===== src/rtl/cjg_stack_ctrl_pkg.sv =====
// -----------------------------------------------------------------------------
// cjg_stack_ctrl_pkg
// Shared definitions for the call-stack frame sequencer:
//   - request opcode encoding (CALL / RET / INT / RETI)
//   - sequencer state encoding
//   - width helper for the occupancy counter
// -----------------------------------------------------------------------------
package cjg_stack_ctrl_pkg;

    localparam logic [1:0] OP_CALL = 2'd0;
    localparam logic [1:0] OP_RET  = 2'd1;
    localparam logic [1:0] OP_INT  = 2'd2;
    localparam logic [1:0] OP_RETI = 2'd3;

    typedef enum logic [2:0] {
        ST_IDLE    = 3'd0,
        ST_PUSH_PC = 3'd1,
        ST_PUSH_SR = 3'd2,
        ST_POP_SR  = 3'd3,
        ST_POP_PC  = 3'd4,
        ST_DONE    = 3'd5
    } state_e;

    // Bits needed to count 0..depth inclusive.
    function automatic int depth_w(input int depth);
        return (depth < 1) ? 1 : $clog2(depth + 1);
    endfunction

endpackage


===== src/rtl/cjg_stack_ctrl.sv =====
// -----------------------------------------------------------------------------
// cjg_stack_ctrl
// Frame sequencer for the hardware call stack. Turns CALL/RET/INT/RETI
// requests into single-word push/pop cycles on a shift-register stack:
// CALL/RET move one word (PC); INT/RETI move two (PC then SR on entry,
// SR then PC on exit). Tracks stack occupancy.
//
// Optional feature: define STACK_GUARD_EN to reject requests that would
// overflow or underflow the stack (err_ovf / err_unf qualify done). Without
// it every frame executes, depth saturates at DEPTH and 0, and both error
// outputs are tied low.
//
// Ports:
//   clk, reset            clock, asynchronous active-low reset
//   op_valid/op_ready/op  request handshake and opcode
//   pc_in, sr_in          values saved by CALL/INT
//   done, err_ovf/err_unf completion pulse and rejection qualifiers
//   pc_out, sr_out        values restored by RET/RETI (held between pops)
//   depth                 current stack occupancy
//   stk_d/stk_push/stk_pop/stk_q  stack instance interface
//   scan_in0/scan_en/test_mode/scan_out0  DFT hooks (scan_out0 driven 0)
// -----------------------------------------------------------------------------
module cjg_stack_ctrl
    import cjg_stack_ctrl_pkg::*;
#(
    parameter int WIDTH    = 32,
    parameter int DEPTH    = 16,
    parameter int SR_WIDTH = 8
) (
    input  logic                      clk,
    input  logic                      reset,
    input  logic                      op_valid,
    output logic                      op_ready,
    input  logic [1:0]                op,
    input  logic [WIDTH-1:0]          pc_in,
    input  logic [SR_WIDTH-1:0]       sr_in,
    output logic                      done,
    output logic                      err_ovf,
    output logic                      err_unf,
    output logic [WIDTH-1:0]          pc_out,
    output logic [SR_WIDTH-1:0]       sr_out,
    output logic [depth_w(DEPTH)-1:0] depth,
    output logic [WIDTH-1:0]          stk_d,
    output logic                      stk_push,
    output logic                      stk_pop,
    input  logic [WIDTH-1:0]          stk_q,
    input  logic                      scan_in0,
    input  logic                      scan_en,
    input  logic                      test_mode,
    output logic                      scan_out0
);

    localparam int            DW        = depth_w(DEPTH);
    localparam logic [DW-1:0] DEPTH_MAX = DW'(DEPTH);
    localparam logic [DW-1:0] DEPTH_ONE = DW'(1);

    state_e                r_state;
    state_e                w_state_nxt;
    logic [1:0]            r_op;
    logic [WIDTH-1:0]      r_pc;
    logic [SR_WIDTH-1:0]   r_sr;
    logic [WIDTH-1:0]      r_pc_out;
    logic [SR_WIDTH-1:0]   r_sr_out;
    logic [DW-1:0]         r_depth;
    logic                  w_accept;
    logic                  w_rej_ovf;
    logic                  w_rej_unf;
    logic                  w_unused;

    assign w_accept = op_valid && (r_state == ST_IDLE);

`ifdef STACK_GUARD_EN
    localparam logic [DW-1:0] DEPTH_LIM_CALL = DW'(DEPTH - 1);
    localparam logic [DW-1:0] DEPTH_LIM_INT  = DW'(DEPTH - 2);
    localparam logic [DW-1:0] DEPTH_TWO      = DW'(2);

    logic r_err_ovf;
    logic r_err_unf;

    // Occupancy check of the incoming request (only meaningful while idle).
    always_comb begin
        w_rej_ovf = 1'b0;
        w_rej_unf = 1'b0;
        case (op)
            OP_CALL: w_rej_ovf = (r_depth > DEPTH_LIM_CALL);
            OP_INT:  w_rej_ovf = (r_depth > DEPTH_LIM_INT);
            OP_RET:  w_rej_unf = (r_depth < DEPTH_ONE);
            OP_RETI: w_rej_unf = (r_depth < DEPTH_TWO);
            default: begin
                w_rej_ovf = 1'b0;
                w_rej_unf = 1'b0;
            end
        endcase
    end

    // Rejection flags captured at accept and reported during DONE.
    always_ff @(posedge clk or negedge reset) begin
        if (!reset) begin
            r_err_ovf <= 1'b0;
            r_err_unf <= 1'b0;
        end else if (w_accept) begin
            r_err_ovf <= w_rej_ovf;
            r_err_unf <= w_rej_unf;
        end
    end

    assign err_ovf = (r_state == ST_DONE) && r_err_ovf;
    assign err_unf = (r_state == ST_DONE) && r_err_unf;
`else
    assign w_rej_ovf = 1'b0;
    assign w_rej_unf = 1'b0;
    assign err_ovf   = 1'b0;
    assign err_unf   = 1'b0;
`endif

    // Sequencer state register.
    always_ff @(posedge clk or negedge reset) begin
        if (!reset) begin
            r_state <= ST_IDLE;
        end else begin
            r_state <= w_state_nxt;
        end
    end

    // Next-state decode; rejected requests skip straight to DONE.
    always_comb begin
        w_state_nxt = r_state;
        case (r_state)
            ST_IDLE: begin
                if (!w_accept) begin
                    w_state_nxt = ST_IDLE;
                end else if (w_rej_ovf || w_rej_unf) begin
                    w_state_nxt = ST_DONE;
                end else begin
                    case (op)
                        OP_CALL: w_state_nxt = ST_PUSH_PC;
                        OP_INT:  w_state_nxt = ST_PUSH_PC;
                        OP_RET:  w_state_nxt = ST_POP_PC;
                        OP_RETI: w_state_nxt = ST_POP_SR;
                        default: w_state_nxt = ST_IDLE;
                    endcase
                end
            end
            ST_PUSH_PC: w_state_nxt = (r_op == OP_INT) ? ST_PUSH_SR : ST_DONE;
            ST_PUSH_SR: w_state_nxt = ST_DONE;
            ST_POP_SR:  w_state_nxt = ST_POP_PC;
            ST_POP_PC:  w_state_nxt = ST_DONE;
            ST_DONE:    w_state_nxt = ST_IDLE;
            default:    w_state_nxt = ST_IDLE;
        endcase
    end

    // Request capture, occupancy tracking and restored-value registers.
    always_ff @(posedge clk or negedge reset) begin
        if (!reset) begin
            r_op     <= OP_CALL;
            r_pc     <= {WIDTH{1'b0}};
            r_sr     <= {SR_WIDTH{1'b0}};
            r_pc_out <= {WIDTH{1'b0}};
            r_sr_out <= {SR_WIDTH{1'b0}};
            r_depth  <= {DW{1'b0}};
        end else begin
            if (w_accept) begin
                r_op <= op;
                r_pc <= pc_in;
                r_sr <= sr_in;
            end
            // Saturation keeps depth in range if the guard is compiled out.
            case (r_state)
                ST_PUSH_PC, ST_PUSH_SR: begin
                    if (r_depth < DEPTH_MAX) begin
                        r_depth <= r_depth + DEPTH_ONE;
                    end
                end
                ST_POP_SR: begin
                    r_sr_out <= stk_q[SR_WIDTH-1:0];
                    if (r_depth != {DW{1'b0}}) begin
                        r_depth <= r_depth - DEPTH_ONE;
                    end
                end
                ST_POP_PC: begin
                    r_pc_out <= stk_q;
                    if (r_depth != {DW{1'b0}}) begin
                        r_depth <= r_depth - DEPTH_ONE;
                    end
                end
                default: begin
                    r_depth <= r_depth;
                end
            endcase
        end
    end

    // Stack write data: SR is zero-extended into the stack word.
    always_comb begin
        stk_d = {WIDTH{1'b0}};
        case (r_state)
            ST_PUSH_PC: stk_d = r_pc;
            ST_PUSH_SR: stk_d = WIDTH'(r_sr);
            default:    stk_d = {WIDTH{1'b0}};
        endcase
    end

    assign op_ready  = (r_state == ST_IDLE);
    assign done      = (r_state == ST_DONE);
    assign stk_push  = (r_state == ST_PUSH_PC) || (r_state == ST_PUSH_SR);
    assign stk_pop   = (r_state == ST_POP_SR)  || (r_state == ST_POP_PC);
    assign pc_out    = r_pc_out;
    assign sr_out    = r_sr_out;
    assign depth     = r_depth;
    assign scan_out0 = 1'b0;
    assign w_unused  = &{1'b0, scan_in0, scan_en, test_mode};

endmodule


===== config.mk =====
export PLATFORM = sky130hd
export DESIGN_NAME = cjg_stack_ctrl
export DESIGN_NICKNAME = d
export VERILOG_FILES = /design/src/rtl/cjg_stack_ctrl_pkg.sv /design/src/rtl/cjg_stack_ctrl.sv
export SDC_FILE = /design/constraint.sdc
export NUM_CORES = 1
export LEC_CHECK = 0
export CAP_MARGIN = 10
export CORE_ASPECT_RATIO = 0.9
export CORE_MARGIN = 10
export CORE_UTILIZATION = 43
export CTS_CLUSTER_DIAMETER = 30
export DETAILED_ROUTE_END_ITERATION = 8
export PLACE_DENSITY = 0.9
export RECOVER_POWER = 100
export SETUP_SLACK_MARGIN = 0.3
export SLEW_MARGIN = 15
export SYNTH_ARGS = -nofsm -noshare
export SYNTH_HDL_FRONTEND = slang
export SYNTH_SLANG_ARGS = --single-unit
export TNS_END_PERCENT = 30

===== constraint.sdc =====
create_clock -name clk -period 3.3 [get_ports clk]
set_input_delay 0.495 -clock clk [delete_from_list [all_inputs] [get_ports clk]]
set_output_delay 0.495 -clock clk [all_outputs]
set_load 0.05 [all_outputs]

==> PnR_summary.wiki <==
{| class="wikitable"
! Metric !! Value
|-
| GRT Overall Usage || 14.6%
|-
| Avg WL per Cell || 17.7 microns
|-
| Fraction of the yosys area taken by sequential cells || 57.2%
|-
| DIE WIDTH || 121 microns
|-
| Std cell rows || 33
|-
| Biggest fanout along the worst timing path || 15
|-
| Net switching share of the total power || 47.7%
|-
| I/O Pins || 164
|-
| Beginning of the worst hold path || r_pc[12]
|-
| Netlist area before placement || 0.00394 sq mm
|-
| Crit Path Class || register to register
|-
| Final wirelength || 9960 microns
|-
| Crit path required time || 3.60 ns
|-
| Pins Over Slew Limit || 38
|-
| Register clock-pin slew on the reported worst setup and hold paths || 0.09 ns
|-
| Post-CTS setup-driven buffer insertion count || 0
|-
| First-pass GRT wire length || 15800 microns
|-
| Fraction of layout instances using a drive strength above 1 || 16.6%
|-
| Internal power of the cells || 3610 uW
|-
| R2R Path Start || r_state[2]
|-
| Power per unit of standard cell area || 1210 mW/mm^2
|-
| Mean area per synthesized cell || 14.3 sq um
|-
| Number of antenna violations at the first check in global routing || 0
|-
| Root Driver || sky130_fd_sc_hd__clkbuf_8
|-
| Overall via count from detail_route || 2705
|-
| Insertion delay of the later-clocked pin in the worst-skew pair || 0.35 ns
|-
| Distinct cells, synth || 38
|-
| Count of port buffers added during placement || 157
|-
| Final design instance area without fill || 0.00571 sq mm
|-
| Cells after Synth || 275
|-
| Combinational share of power || 59.3%
|-
| Warnings from Yosys || 0
|-
| Sequential Power Share || 28.7%
|-
| Clock skew || 0.00913 ns
|-
| Iteration-0 DRC Markers || 62
|-
| IR Drop Worst-Case VDD || 0.000521 V
|-
| Post-detailed-route count of antenna-violating nets || 0
|-
| Shortest clock period the worst path allows after layout || 2.99 ns
|-
| Height of the die || 111 microns
|-
| Worst relative slew slack || -25.1%
|-
| Worst setup SP type || register
|-
| Static leakage || 0.00250 uW
|-
| TritonCTS clock tree || done
|-
| Final number of hold-violating endpoints || 0
|-
| Ratio of final minimum period to clock period || 90.7%
|-
| Violated checks || capacitance limit, slew limit
|-
| Number of H-tree levels || 3
|-
| Overflow left after global routing || 0
|-
| ANT cells || 0
|-
| TritonCTS Buffers || 9
|-
| WP data arrival || 3.29 ns
|-
| Via count of the first global-routing pass || 2980
|-
| Largest net degree at the start of global routing || 46
|-
| Number of DRC violations after detailed routing || 0
|-
| Clock net sink count || 90
|-
| Initial DRT Pass Iterations || 3
|-
| Tightest Pin Transition || 1.88 ns
|-
| Flops & latches, synth || 90
|-
| Area added between synthesis and finish || 45.0%
|-
| DP Cell Count || 545
|-
| Placed cell areas || 0.00560 sq mm
|-
| Initial standard-cell utilization of the core || 43.6%
|-
| Start point of the critical path || r_state[2]
|-
| Std-Cell Core Area || 0.00904 sq mm
|-
| Clock network fraction of design power || 12.1%
|-
| Setup repair after global routing missed its margin || true
|-
| Vias per std cell || 4.82
|-
| Number of max-capacitance violations reported || 1
|-
| Count of fill cells added during filler insertion || 722
|-
| Nature of the critical path endpoint || register
|-
| Die area || 0.0134 sq mm
|-
| NumNets Final || 518
|-
| Switching Power || 3290 uW
|-
| Classification of the worst-slack hold path || register to register
|-
| Highest clock frequency the design can meet || 334 MHz
|-
| Number of buffers added to fix hold violations after cts || 0
|-
| Worst-case clock buffer depth || 2
|-
| Routability congestion estimate from global placement || 0.777
|-
| Final count of negative-setup-slack endpoints || 0
|-
| Outcome || finished, violations left
|-
| Finished Layout Cells || 561
|-
| Detailed-placement wirelength estimate || 7680 microns
|-
| Setup TNS after final layout || 0 ns
|}
layer usage:
| metal | vias up | part of all wire [%] | track usage, % | wire length, microns |
|---|---|---|---|---|
| met2 | 87 | 53 | 26.3 | 5300 |
| met4 | 0 | 1.5 | 4.26 | 145 |
| met1 | 1332 | 37 | 15.4 | 3650 |
| met3 | 14 | 8.6 | 5.50 | 860 |
| met5 | - | 0 | 0 | 0 |
| li1 | 1272 | - | - | - |
cell usage after synthesis:
cell | n | share of area [%]
sky130_fd_sc_hd__xnor2_1 | 2 | 0.44
sky130_fd_sc_hd__o21ai_0 | 2 | 0.25
sky130_fd_sc_hd__clkbuf_1 | 3 | 0.29
sky130_fd_sc_hd__nor2b_1 | 4 | 0.64
sky130_fd_sc_hd__o31ai_1 | 1 | 0.19
sky130_fd_sc_hd__a21oi_1 | 2 | 0.25
sky130_fd_sc_hd__or4_1 | 1 | 0.19
sky130_fd_sc_hd__a22oi_1 | 8 | 1.5
sky130_fd_sc_hd__and2b_1 | 3 | 0.57
sky130_fd_sc_hd__mux2i_1 | 1 | 0.25
sky130_fd_sc_hd__buf_6 | 6 | 1.7
sky130_fd_sc_hd__o21a_4 | 1 | 0.38
sky130_fd_sc_hd__nor2_1 | 8 | 0.76
sky130_fd_sc_hd__buf_4 | 5 | 0.95
sky130_fd_sc_hd__and2_1 | 26 | 4.1
sky130_fd_sc_hd__and3b_1 | 1 | 0.22
sky130_fd_sc_hd__nor3_2 | 1 | 0.25
sky130_fd_sc_hd__buf_2 | 4 | 0.51
sky130_fd_sc_hd__mux2_4 | 3 | 1.1
sky130_fd_sc_hd__or2_2 | 1 | 0.16
sky130_fd_sc_hd__nor3b_4 | 1 | 0.48
sky130_fd_sc_hd__xor2_1 | 1 | 0.22
sky130_fd_sc_hd__nand3_1 | 2 | 0.25
sky130_fd_sc_hd__ha_1 | 3 | 0.95
sky130_fd_sc_hd__nand2_1 | 2 | 0.19
sky130_fd_sc_hd__a21o_1 | 1 | 0.19
sky130_fd_sc_hd__dfrtp_1 | 90 | 57
sky130_fd_sc_hd__nand3b_1 | 1 | 0.19
sky130_fd_sc_hd__mux2_1 | 37 | 11
sky130_fd_sc_hd__o22ai_2 | 1 | 0.32
sky130_fd_sc_hd__a32o_1 | 1 | 0.25
sky130_fd_sc_hd__o21a_1 | 1 | 0.19
sky130_fd_sc_hd__conb_1 | 1 | 0.095
sky130_fd_sc_hd__inv_1 | 2 | 0.19
sky130_fd_sc_hd__o21bai_2 | 1 | 0.29
sky130_fd_sc_hd__mux2_2 | 45 | 13
sky130_fd_sc_hd__a21o_2 | 1 | 0.22
sky130_fd_sc_hd__fa_1 | 1 | 0.51
registers in the layout (all words and copies together), names as in the netlist:
register / cells
pc_out: 32
depth: 5
r_sr: 8
sr_out: 8
r_state: 3
r_op: 2
r_pc: 32
final timing paths:
path / end / slack [ns] / depth (start not counted)
setup / recovery: depth[4] / 0.31 / 9
hold / removal: r_pc[12] / 0.48 / 1
setup reg to reg: depth[4] / 0.31 / 9
hold reg to reg: r_pc[12] / 0.48 / 1
max in group asynchronous: r_pc[27] / 1.09 / 2
min in group asynchronous: pc_out[10] / 0.65 / 1
power groups by stage:
stage                     logic, uW  registers (uW)  clock network, uW
final                          4090            1980                833
after global routing           4310            2060                907
after CTS                      4420            2010                862
after detailed placement       4430            2030                  0
after global placement         4330            1970                  0
after floorplan                2090            2950                  0
per-stage QoR:
stage	setup WS [ns]	utilization [%]	hold slack, ns	power (uW)
global route	0.116	63.2	0.509	7280
detailed placement	0.438	61.9	0.468	6460
finish	0.305	63.2	0.481	6900
global placement	0.470	61.9	0.459	6300
CTS	0.273	64.3	0.0833	7290
floorplan	0.846	-	0.199	5040
critical path, stage by stage (launching register included):
cell,delay [ns]
sky130_fd_sc_hd__dfrtp_1,0.35
sky130_fd_sc_hd__clkbuf_1,0.47
sky130_fd_sc_hd__and3b_1,0.24
sky130_fd_sc_hd__clkbuf_1,0.26
sky130_fd_sc_hd__or2_2,0.46
sky130_fd_sc_hd__fa_1,0.42
sky130_fd_sc_hd__a21o_1,0.19
sky130_fd_sc_hd__a21oi_1,0.21
sky130_fd_sc_hd__mux2i_1,0.21
sky130_fd_sc_hd__o21a_1,0.12
cell type report:
cell class	count	area (sq um)	share of cell area, %
flip-flops and latches	90	2250	39.4
clock inverters	6	90.1	1.58
multi-input cells	167	1520	26.5
well taps	122	153	2.67
repair buffers	164	1560	27.3
inverters	2	7.51	0.131
clock buffers	10	138	2.41
repair_timing:
item                       4_1_cts  5_1_grt
gates cloned                     0        0
setup endpoints to repair       24       25
resized for setup                8        7
cells by family (layout without fill, tap and decap cells):
group / count (synthesis) / in the layout / share of synthesized area, %
flops: 90 / 90 / 57.2
mux: 86 / 86 / 24.8
simple gates: 51 / 51 / 8.04
compound gates: 20 / 20 / 4.07
buf+inv: 20 / 182 / 3.65
fa+ha+maj: 4 / 4 / 1.46
xor+xnor: 3 / 3 / 0.667
other cells: 1 / 3 / 0.0952
placed cells by master, fill, tap and decap left out, types with 8 or more instances in the layout:
cell type | netlist | layout
sky130_fd_sc_hd__clkbuf_8 | 0 | 10
sky130_fd_sc_hd__dlygate4sd3_1 | 0 | 66
sky130_fd_sc_hd__nor2_1 | 8 | 8
sky130_fd_sc_hd__dfrtp_1 | 90 | 90
sky130_fd_sc_hd__mux2_1 | 37 | 39
sky130_fd_sc_hd__clkdlybuf4s50_1 | 0 | 75
sky130_fd_sc_hd__and2_1 | 26 | 20
sky130_fd_sc_hd__clkbuf_1 | 3 | 10
sky130_fd_sc_hd__mux2_2 | 45 | 45
sky130_fd_sc_hd__a22oi_1 | 8 | 8
(Power assumes the default switching activity.)
